**src/rtl/f_pool_pkg.sv**
```systemverilog
// rtl/f_pool_pkg.sv - shared state encoding and default widths for the max unpool block
package f_pool_pkg;

    localparam int DATA_W_DEF  = 32;
    localparam int DELAY_W_DEF = 7;

    typedef enum logic {
        ST_EXPAND = 1'b0,
        ST_WAIT   = 1'b1
    } pool_state_e;

endpackage

```
**src/rtl/f_window_counter.sv**
```systemverilog
// rtl/f_window_counter.sv - start delay countdown and window position counter
module f_window_counter
    import f_pool_pkg::*;
#(
    parameter int DELAY_W = DELAY_W_DEF
) (
    input  logic               clk,
    input  logic               rst_n,
    input  logic               run,
    input  logic               running,
    input  logic [DELAY_W-1:0] stride_minus_one,
    input  logic [DELAY_W-1:0] delay0,
    output pool_state_e        state,
    output logic [DELAY_W-1:0] position,
    output logic               win_start
);

    pool_state_e        state_q, state_d;
    logic [DELAY_W-1:0] delay_q, delay_d;
    logic [DELAY_W-1:0] pos_q, pos_d;

    // Next state: run restarts the countdown, otherwise advance only while running.
    always_comb begin
        state_d = state_q;
        delay_d = delay_q;
        pos_d   = pos_q;
        if (run) begin
            state_d = ST_WAIT;
            delay_d = delay0;
            pos_d   = '0;
        end else if (running) begin
            case (state_q)
                ST_WAIT: begin
                    if (delay_q == '0) begin
                        state_d = ST_EXPAND;
                    end else begin
                        delay_d = delay_q - 1'b1;
                    end
                end
                default: begin
                    // >= rather than == so a stride shrunk mid-window still wraps.
                    if (pos_q >= stride_minus_one) begin
                        pos_d = '0;
                    end else begin
                        pos_d = pos_q + 1'b1;
                    end
                end
            endcase
        end
    end

    // Counter registers.
    always_ff @(posedge clk or negedge rst_n) begin
        if (!rst_n) begin
            state_q <= ST_EXPAND;
            delay_q <= '0;
            pos_q   <= '0;
        end else begin
            state_q <= state_d;
            delay_q <= delay_d;
            pos_q   <= pos_d;
        end
    end

    assign state     = state_q;
    assign position  = pos_q;
    assign win_start = !run && running && (state_q == ST_EXPAND) && (pos_q == '0);

endmodule

```
**src/rtl/f_max_unpool.sv**
```systemverilog
// rtl/f_max_unpool.sv - max unpool expander; MAX_UNPOOL_INDEX_EN selects sparse argmax mode, else broadcast
module f_max_unpool
    import f_pool_pkg::*;
#(
    parameter int DATA_W  = DATA_W_DEF,
    parameter int DELAY_W = DELAY_W_DEF
) (
    input  logic               clk,
    input  logic               rst,
    input  logic               run,
    input  logic               running,
    input  logic [DELAY_W-1:0] strideMinusOne,
    input  logic [DELAY_W-1:0] delay0,
    input  logic [DATA_W-1:0]  in0,
    input  logic [DELAY_W-1:0] in1,
    output logic [DATA_W-1:0]  out0,
    output logic [DELAY_W-1:0] out1
);

    pool_state_e        state;
    logic [DELAY_W-1:0] position;
    logic               win_start;

    f_window_counter #(
        .DELAY_W(DELAY_W)
    ) u_window_counter (
        .clk              (clk),
        .rst_n            (rst),
        .run              (run),
        .running          (running),
        .stride_minus_one (strideMinusOne),
        .delay0           (delay0),
        .state            (state),
        .position         (position),
        .win_start        (win_start)
    );

    logic [DATA_W-1:0]  held_val_q, held_val_d;
    logic [DATA_W-1:0]  out0_q, out0_d;
    logic [DELAY_W-1:0] out1_q, out1_d;
    logic [DATA_W-1:0]  cur_val;
    logic               sel;

`ifdef MAX_UNPOOL_INDEX_EN
    logic [DELAY_W-1:0] held_idx_q, held_idx_d;
    logic [DELAY_W-1:0] cur_idx;
`else
    logic               unused_in1;
    assign unused_in1 = ^in1;
`endif

    // Window start bypasses the held registers so the first output uses live inputs.
    always_comb begin
        cur_val = win_start ? in0 : held_val_q;
`ifdef MAX_UNPOOL_INDEX_EN
        cur_idx = win_start ? in1 : held_idx_q;
        sel     = (cur_idx == position);
`else
        sel     = 1'b1;
`endif
    end

    // Output and capture next values; run clears the outputs, running low holds everything.
    always_comb begin
        out0_d     = out0_q;
        out1_d     = out1_q;
        held_val_d = held_val_q;
`ifdef MAX_UNPOOL_INDEX_EN
        held_idx_d = held_idx_q;
`endif
        if (run) begin
            out0_d = '0;
            out1_d = '0;
        end else if (running) begin
            if (state == ST_WAIT) begin
                out0_d = '0;
                out1_d = '0;
            end else begin
                out0_d = sel ? cur_val : '0;
                out1_d = position;
                if (win_start) begin
                    held_val_d = in0;
`ifdef MAX_UNPOOL_INDEX_EN
                    held_idx_d = in1;
`endif
                end
            end
        end
    end

    // Held value/index and output registers.
    always_ff @(posedge clk or negedge rst) begin
        if (!rst) begin
            held_val_q <= '0;
            out0_q     <= '0;
            out1_q     <= '0;
`ifdef MAX_UNPOOL_INDEX_EN
            held_idx_q <= '0;
`endif
        end else begin
            held_val_q <= held_val_d;
            out0_q     <= out0_d;
            out1_q     <= out1_d;
`ifdef MAX_UNPOOL_INDEX_EN
            held_idx_q <= held_idx_d;
`endif
        end
    end

    assign out0 = out0_q;
    assign out1 = out1_q;

endmodule
```
**config.mk**
```make
export PLATFORM = sky130hd
export DESIGN_NAME = f_max_unpool
export DESIGN_NICKNAME = d
export VERILOG_FILES = /design/src/rtl/f_pool_pkg.sv /design/src/rtl/f_window_counter.sv /design/src/rtl/f_max_unpool.sv
export SDC_FILE = /design/constraint.sdc
export NUM_CORES = 1
export LEC_CHECK = 0
export ABC_CLOCK_PERIOD_IN_PS = 2600
export CAP_MARGIN = 5
export CORE_MARGIN = 2
export CORE_UTILIZATION = 50
export CTS_BUF_LIST = sky130_fd_sc_hd__clkbuf_8
export CTS_CLUSTER_DIAMETER = 100
export DETAILED_ROUTE_END_ITERATION = 7
export DONT_BUFFER_PORTS = 1
export GPL_TIMING_DRIVEN = 0
export HOLD_SLACK_MARGIN = 0.1
export PLACE_DENSITY_LB_ADDON = 0.2
export SLEW_MARGIN = 20
export SYNTH_ARGS = -nofsm -noshare
export SYNTH_HDL_FRONTEND = slang
export SYNTH_HIERARCHICAL = 1
export SYNTH_SLANG_ARGS = --single-unit
```
**constraint.sdc**
```tcl
create_clock -name clk -period 2.6 [get_ports clk]
set_input_delay 0.39 -clock clk [delete_from_list [all_inputs] [get_ports clk]]
set_output_delay 0.39 -clock clk [all_outputs]
set_load 0.02 [all_outputs]
```
==> results of run 1 <==
==> power breakdown <==
group          internal, W  switching, W
combinational    0.0000614     0.0000866
sequential         0.00136     0.0000244
clock             0.000636      0.000482
total              0.00206      0.000593
==> routing by layer <==
metal / vias up / part of all wire / wire length [um] / global-route usage
met5: - / 0 / 0 / 0
met4: 0 / 0.011 / 93 / 0.0440
met3: 8 / 0.066 / 536 / 0.0561
met2: 64 / 0.45 / 3650 / 0.279
met1: 1249 / 0.48 / 3880 / 0.261
li1: 1203 / - / - / -
==> stage by stage <==
stage               setup slack [ns]  utilization  total power (W)  instance area, um^2  instances
floorplan                      0.579            -          0.00150                 4190        321
global placement               0.312        0.528          0.00153                 4320        426
detailed placement             0.320        0.528          0.00153                 4320        426
CTS                            0.294        0.562          0.00268                 4590        444
global route                   0.137        0.562          0.00277                 4590        444
finish                         0.304        0.562          0.00265                 4590        444
==> sequential cells by signal, indices dropped and copies added, names as in the netlist <==
name	count
u_window_counter/position	7
u_window_counter/delay_q	7
out1	7
out0	32
u_window_counter/state	1
held_val_q	32
==> what timing repair did <==
| action | in CTS | in global routing |
|---|---|---|
| hold buffers | 2 | 0 |
| endpoints found under the hold margin | 86 | 0 |
| gates resized for setup | 0 | 0 |
==> synthesized netlist by cell type (all sizes together) <==
cell type,count
a21oi,5
mux2,32
nand2b,1
a211o,2
nand4,2
nor2b,1
a22o,7
xnor2,4
mux2i,32
buf,14
o21ai,8
o221ai,2
nor4,1
ha,11
inv,16
or3b,2
o311ai,2
a21o,2
o2111ai,2
clkbuf,4
nor2,11
a211oi,3
or4b,1
and2,3
nor4bb,1
nand2,19
a311o,1
dfrtp,86
nand3,8
nor3b,1
nor3,2
o2bb2ai,32
nor4b,2
a31oi,1
==> cell families after synthesis <==
group / count (synthesis) / synth area share
fa+ha+maj: 11 / 0.0329
simple gates: 55 / 0.0732
buf+inv: 34 / 0.0514
compound gates: 67 / 0.130
flops: 86 / 0.514
xor+xnor: 4 / 0.00837
mux: 64 / 0.190
==> path summary, 6_finish.rpt <==
kind                                                   start                     endpoint  slack, ns  cells past startpoint
worst max register to register  u_window_counter/position[0]                held_val_q[4]       0.30                      9
worst min register to register                held_val_q[15]               held_val_q[15]       0.51                      1
max in group asynchronous                                rst               held_val_q[17]       1.65                      2
min in group asynchronous                                rst                      out0[9]       0.61                      2
worst max-delay path            u_window_counter/position[0]                held_val_q[4]       0.30                      9
worst min-delay path                               delay0[6]  u_window_counter/delay_q[6]       0.17                      2
==> area by class of cell <==
cell class / instances / area, um^2
sequential: 86 / 2150
tap: 105 / 131
clock buffer: 9 / 124
buffer: 18 / 155
timing repair buffer: 2 / 37.5
clock inverter: 7 / 114
inverter: 16 / 60.1
multi-input combinational: 201 / 1820
fill: 675 / 3580
==> impl_metrics.ini, run 1 <==
[detailed_routing]
via_per_inst = 5.68
ant_nets = 0
drtIter0Drc = 80
wl_per_cell_um = 18.4
firstDrtPassIters = 4
vias = 2524
wirelength_mm = 8.16
drc_errors = 0

[timing]
fin_hold_ws_ns = 0.174
tns_ns = 0
setup_violations = 0
timing.fmax_mhz = 436
slew_viol_final = 0
relSlewSlack = 0.353
rsz0062_at_grt = no
period_share = 0.883
fin_crit_ns = 2.30
tightest_slew_ns = 0.969
hold_viol_final = 0
skew_ns = 0.0141

[clocking]
post-cts-setup-buffers = 0
cts_max_level = 3
clk_pin_slew_ns = 0.08
cts.sinks = 86
cts_tree = done
cts_inserted_buffers = 9
clock_path_buffers = 2
cts_root_buf = clkbuf_8
worstSkewPairLatency_ns = 0.35

[placed_design]
place.gp.congestion = 0.785
portBuffers = 0
dpl.hpwl_mm = 5.48

[run]
maxCapViolCount = 0

[floorplanning]
die_w_um = 95.5
core-area_um2 = 8180
initial_core_util = 0.512
rows = 33
dieArea_um2 = 9120
die_y_um = 95.5
io_pins = 96

[final_layout]
drive_gt1_frac = 0.198
mostFrequentLayoutCells = 86 x dfrtp_1, 32 x mux2i_1, 32 x o2bb2ai_1, 30 x mux2_4, 19 x nand2_1
n_antenna_cell = 0
final_common_cell = dfrtp_1
area_growth_syn_to_layout_pct = 9.72
fin_nets = 402

[setup_path]
cp_slowest_stage_delay_ns = 0.43
cp.required_ns = 2.83
critPathArrivalTime_ns = 2.52
critPathKind = flop to flop
crit_path_top_delay_cell = dfrtp_1
cpLargestDelayFamily = buffers and inverters
path_max_fanout = 10
startpoint_type = flop
endpoint_kind = flop
path_buf_inv = 4
crit_chain = inv_1 > ha_1 > nand4_1 > nor4b_1 > buf_2 > nor4bb_4 > buf_6 > buf_12 > mux2_4

[logic_synthesis]
ys_seq_elements = 86
syn_inst = 321
syn_area_um2 = 4190
yosysWarnings = 6
synthDistinctLibCells = 41
synth_fp_nets = 389
yosysTopAreaCell = dfrtp_1
synth_top_area_share = 0.514
synthTopCellsByArea = dfrtp_1 51%, mux2_4 11%, mux2i_1 7.7%, o2bb2ai_1 6.7%, ha_1 3.3%
syn_avg_cell_area_um2 = 13.0
synth-seq-area-share = 0.514

[power]
p_leak_nw = 2.02
powerDensity_nw_per_um2 = 577
irDropWorstVdd_uv = 309

[grt]
grt_max_degree = 87
antenna_found_initial = 0
grt.total_usage = 0.184
grt_overflow_total = 0
grt_pass1_vias = 2512
grt_pass1_wl_mm = 13.0

[worst_hold_path]
hold_class = input pin to flop

[run_status]
outcome = finished clean
No activity file was read; power rests on OpenSTA's default activity.
==> run 2, diff against run 1 <==
Settings changed: ABC_CLOCK_PERIOD_IN_PS 2600 to 2300.
Clock period 2.6 ns to 2.3 ns, I/O delays scaled along.
==> impl_metrics.ini, run 2 (synthesis results as in run 1) <==
[floorplanning]
initial_core_util = 0.512
dieArea_um2 = 9120
core-area_um2 = 8180
die_w_um = 95.5
die_y_um = 95.5
rows = 33
io_pins = 96

[placed_design]
portBuffers = 0
dpl.cell_count = 426
dpl.hpwl_mm = 5.48
place.gp.congestion = 0.785
postPlaceCellArea_um2 = 4320

[grt]
grt_pass1_vias = 2493
grt_overflow_total = 0
antenna_found_initial = 0
grt_max_degree = 87
grt.total_usage = 0.184
grt_pass1_wl_mm = 12.9

[run_status]
outcome = finished with violations
violations = negative hold slack

[run]
maxCapViolCount = 0

[final_layout]
mostFrequentLayoutCells = 85 x dfrtp_1, 32 x mux2i_1, 32 x o2bb2ai_1, 30 x mux2_4, 19 x nand2_1
fin_nets = 401
fin_cells = 443
nFillCells = 676
fin_area_um2 = 4570
final_common_cell = dfrtp_1
area_growth_syn_to_layout_pct = 9.24
drive_gt1_frac = 0.204
n_antenna_cell = 0

[clocking]
cts.sinks = 86
clk_pin_slew_ns = 0.09
cts_max_level = 3
cts_inserted_buffers = 9
worstSkewPairLatency_ns = 0.35
cts_root_buf = clkbuf_8
clock_path_buffers = 2
cts_tree = done

[power]
p_leak_nw = 2.00
irDropWorstVdd_uv = 348
powerDensity_nw_per_um2 = 648

[timing]
slew_viol_final = 0
tns_ns = 0
fin_crit_ns = 2.16
hold_viol_final = 86
setup_violations = 0
skew_ns = 0.0130
tightest_slew_ns = 1.01
period_share = 0.939
relSlewSlack = 0.327
fin_hold_ws_ns = -0.310
timing.fmax_mhz = 463
rsz0062_at_grt = no

[setup_path]
cp.required_ns = 2.53
critPathKind = flop to flop
startpoint_type = flop
endpoint_kind = flop
critPathArrivalTime_ns = 2.39
path_max_fanout = 10

[detailed_routing]
firstDrtPassIters = 4
drtIter0Drc = 98
via_per_inst = 5.69
ant_nets = 0
vias = 2522
wirelength_mm = 8.18
drc_errors = 0
wl_per_cell_um = 18.5

[worst_hold_path]
hold_class = input pin to async pin
[run 2: what timing repair did]
action	CTS	global route
gates resized for setup	1	2
setup buffers	0	1
setup endpoints to repair	3	30
pin swaps	0	0
hold endpoints to repair	86	86
[run 2: where the power goes]
group          internal [W]  switching, W  leakage (nW)
sequential          0.00154     0.0000278          1.18
combinational     0.0000637     0.0000697         0.705
clock              0.000719      0.000543         0.122
[run 2: worst paths after layout]
check                                                   from                          end  slack (ns)  depth (start not counted)
worst max-delay path            u_window_counter/position[0]                held_val_q[4]        0.14                          9
worst min-delay path                                     rst                      out0[9]       -0.31                          0
worst max register to register  u_window_counter/position[0]                held_val_q[4]        0.14                          9
worst min register to register                 held_val_q[7]                held_val_q[7]        0.51                          1
max in group asynchronous                                rst                      out0[0]        2.47                          0
min in group clk                                   delay0[6]  u_window_counter/delay_q[6]        0.13                          2
[run 2: stage by stage]
step	setup WS [ns]	hold WS, ns	power (W)	util
after detailed placement	0.0196	0.0518	0.00173	0.528
final	0.140	-0.310	0.00296	0.559
after floorplan	0.279	0.0494	0.00170	-
after global placement	0.0120	0.0511	0.00173	0.528
after global routing	0.0119	-0.347	0.00309	0.559
after CTS	0.0180	-0.331	0.00299	0.557
[run 2: final cells by class]
cell class / instances / area (um^2) / share of cell area
clock inverters: 7 / 114 / 0.0249
multi-input cells: 201 / 1820 / 0.399
flip-flops and latches: 86 / 2150 / 0.471
well taps: 105 / 131 / 0.0287
repair buffers: 1 / 7.51 / 0.00164
plain buffers: 18 / 158 / 0.0345
inverters: 16 / 60.1 / 0.0131
clock buffers: 9 / 124 / 0.0271
[run 2: worst max-delay path, cell delays in order (launching register included)]
cell	delay (ns)
dfrtp_2	0.45
inv_1	0.09
ha_1	0.15
nand4_1	0.13
nor4b_2	0.24
buf_4	0.15
nor4bb_4	0.19
buf_6	0.19
buf_12	0.16
mux2_4	0.31
[run 2: metal layers]
layer / share of wire / vias up / global-route usage
met5: 0 / - / 0
met4: 0.011 / 0 / 0.0440
met3: 0.066 / 8 / 0.0561
met2: 0.45 / 75 / 0.278
met1: 0.48 / 1244 / 0.261
li1: - / 1195 / -
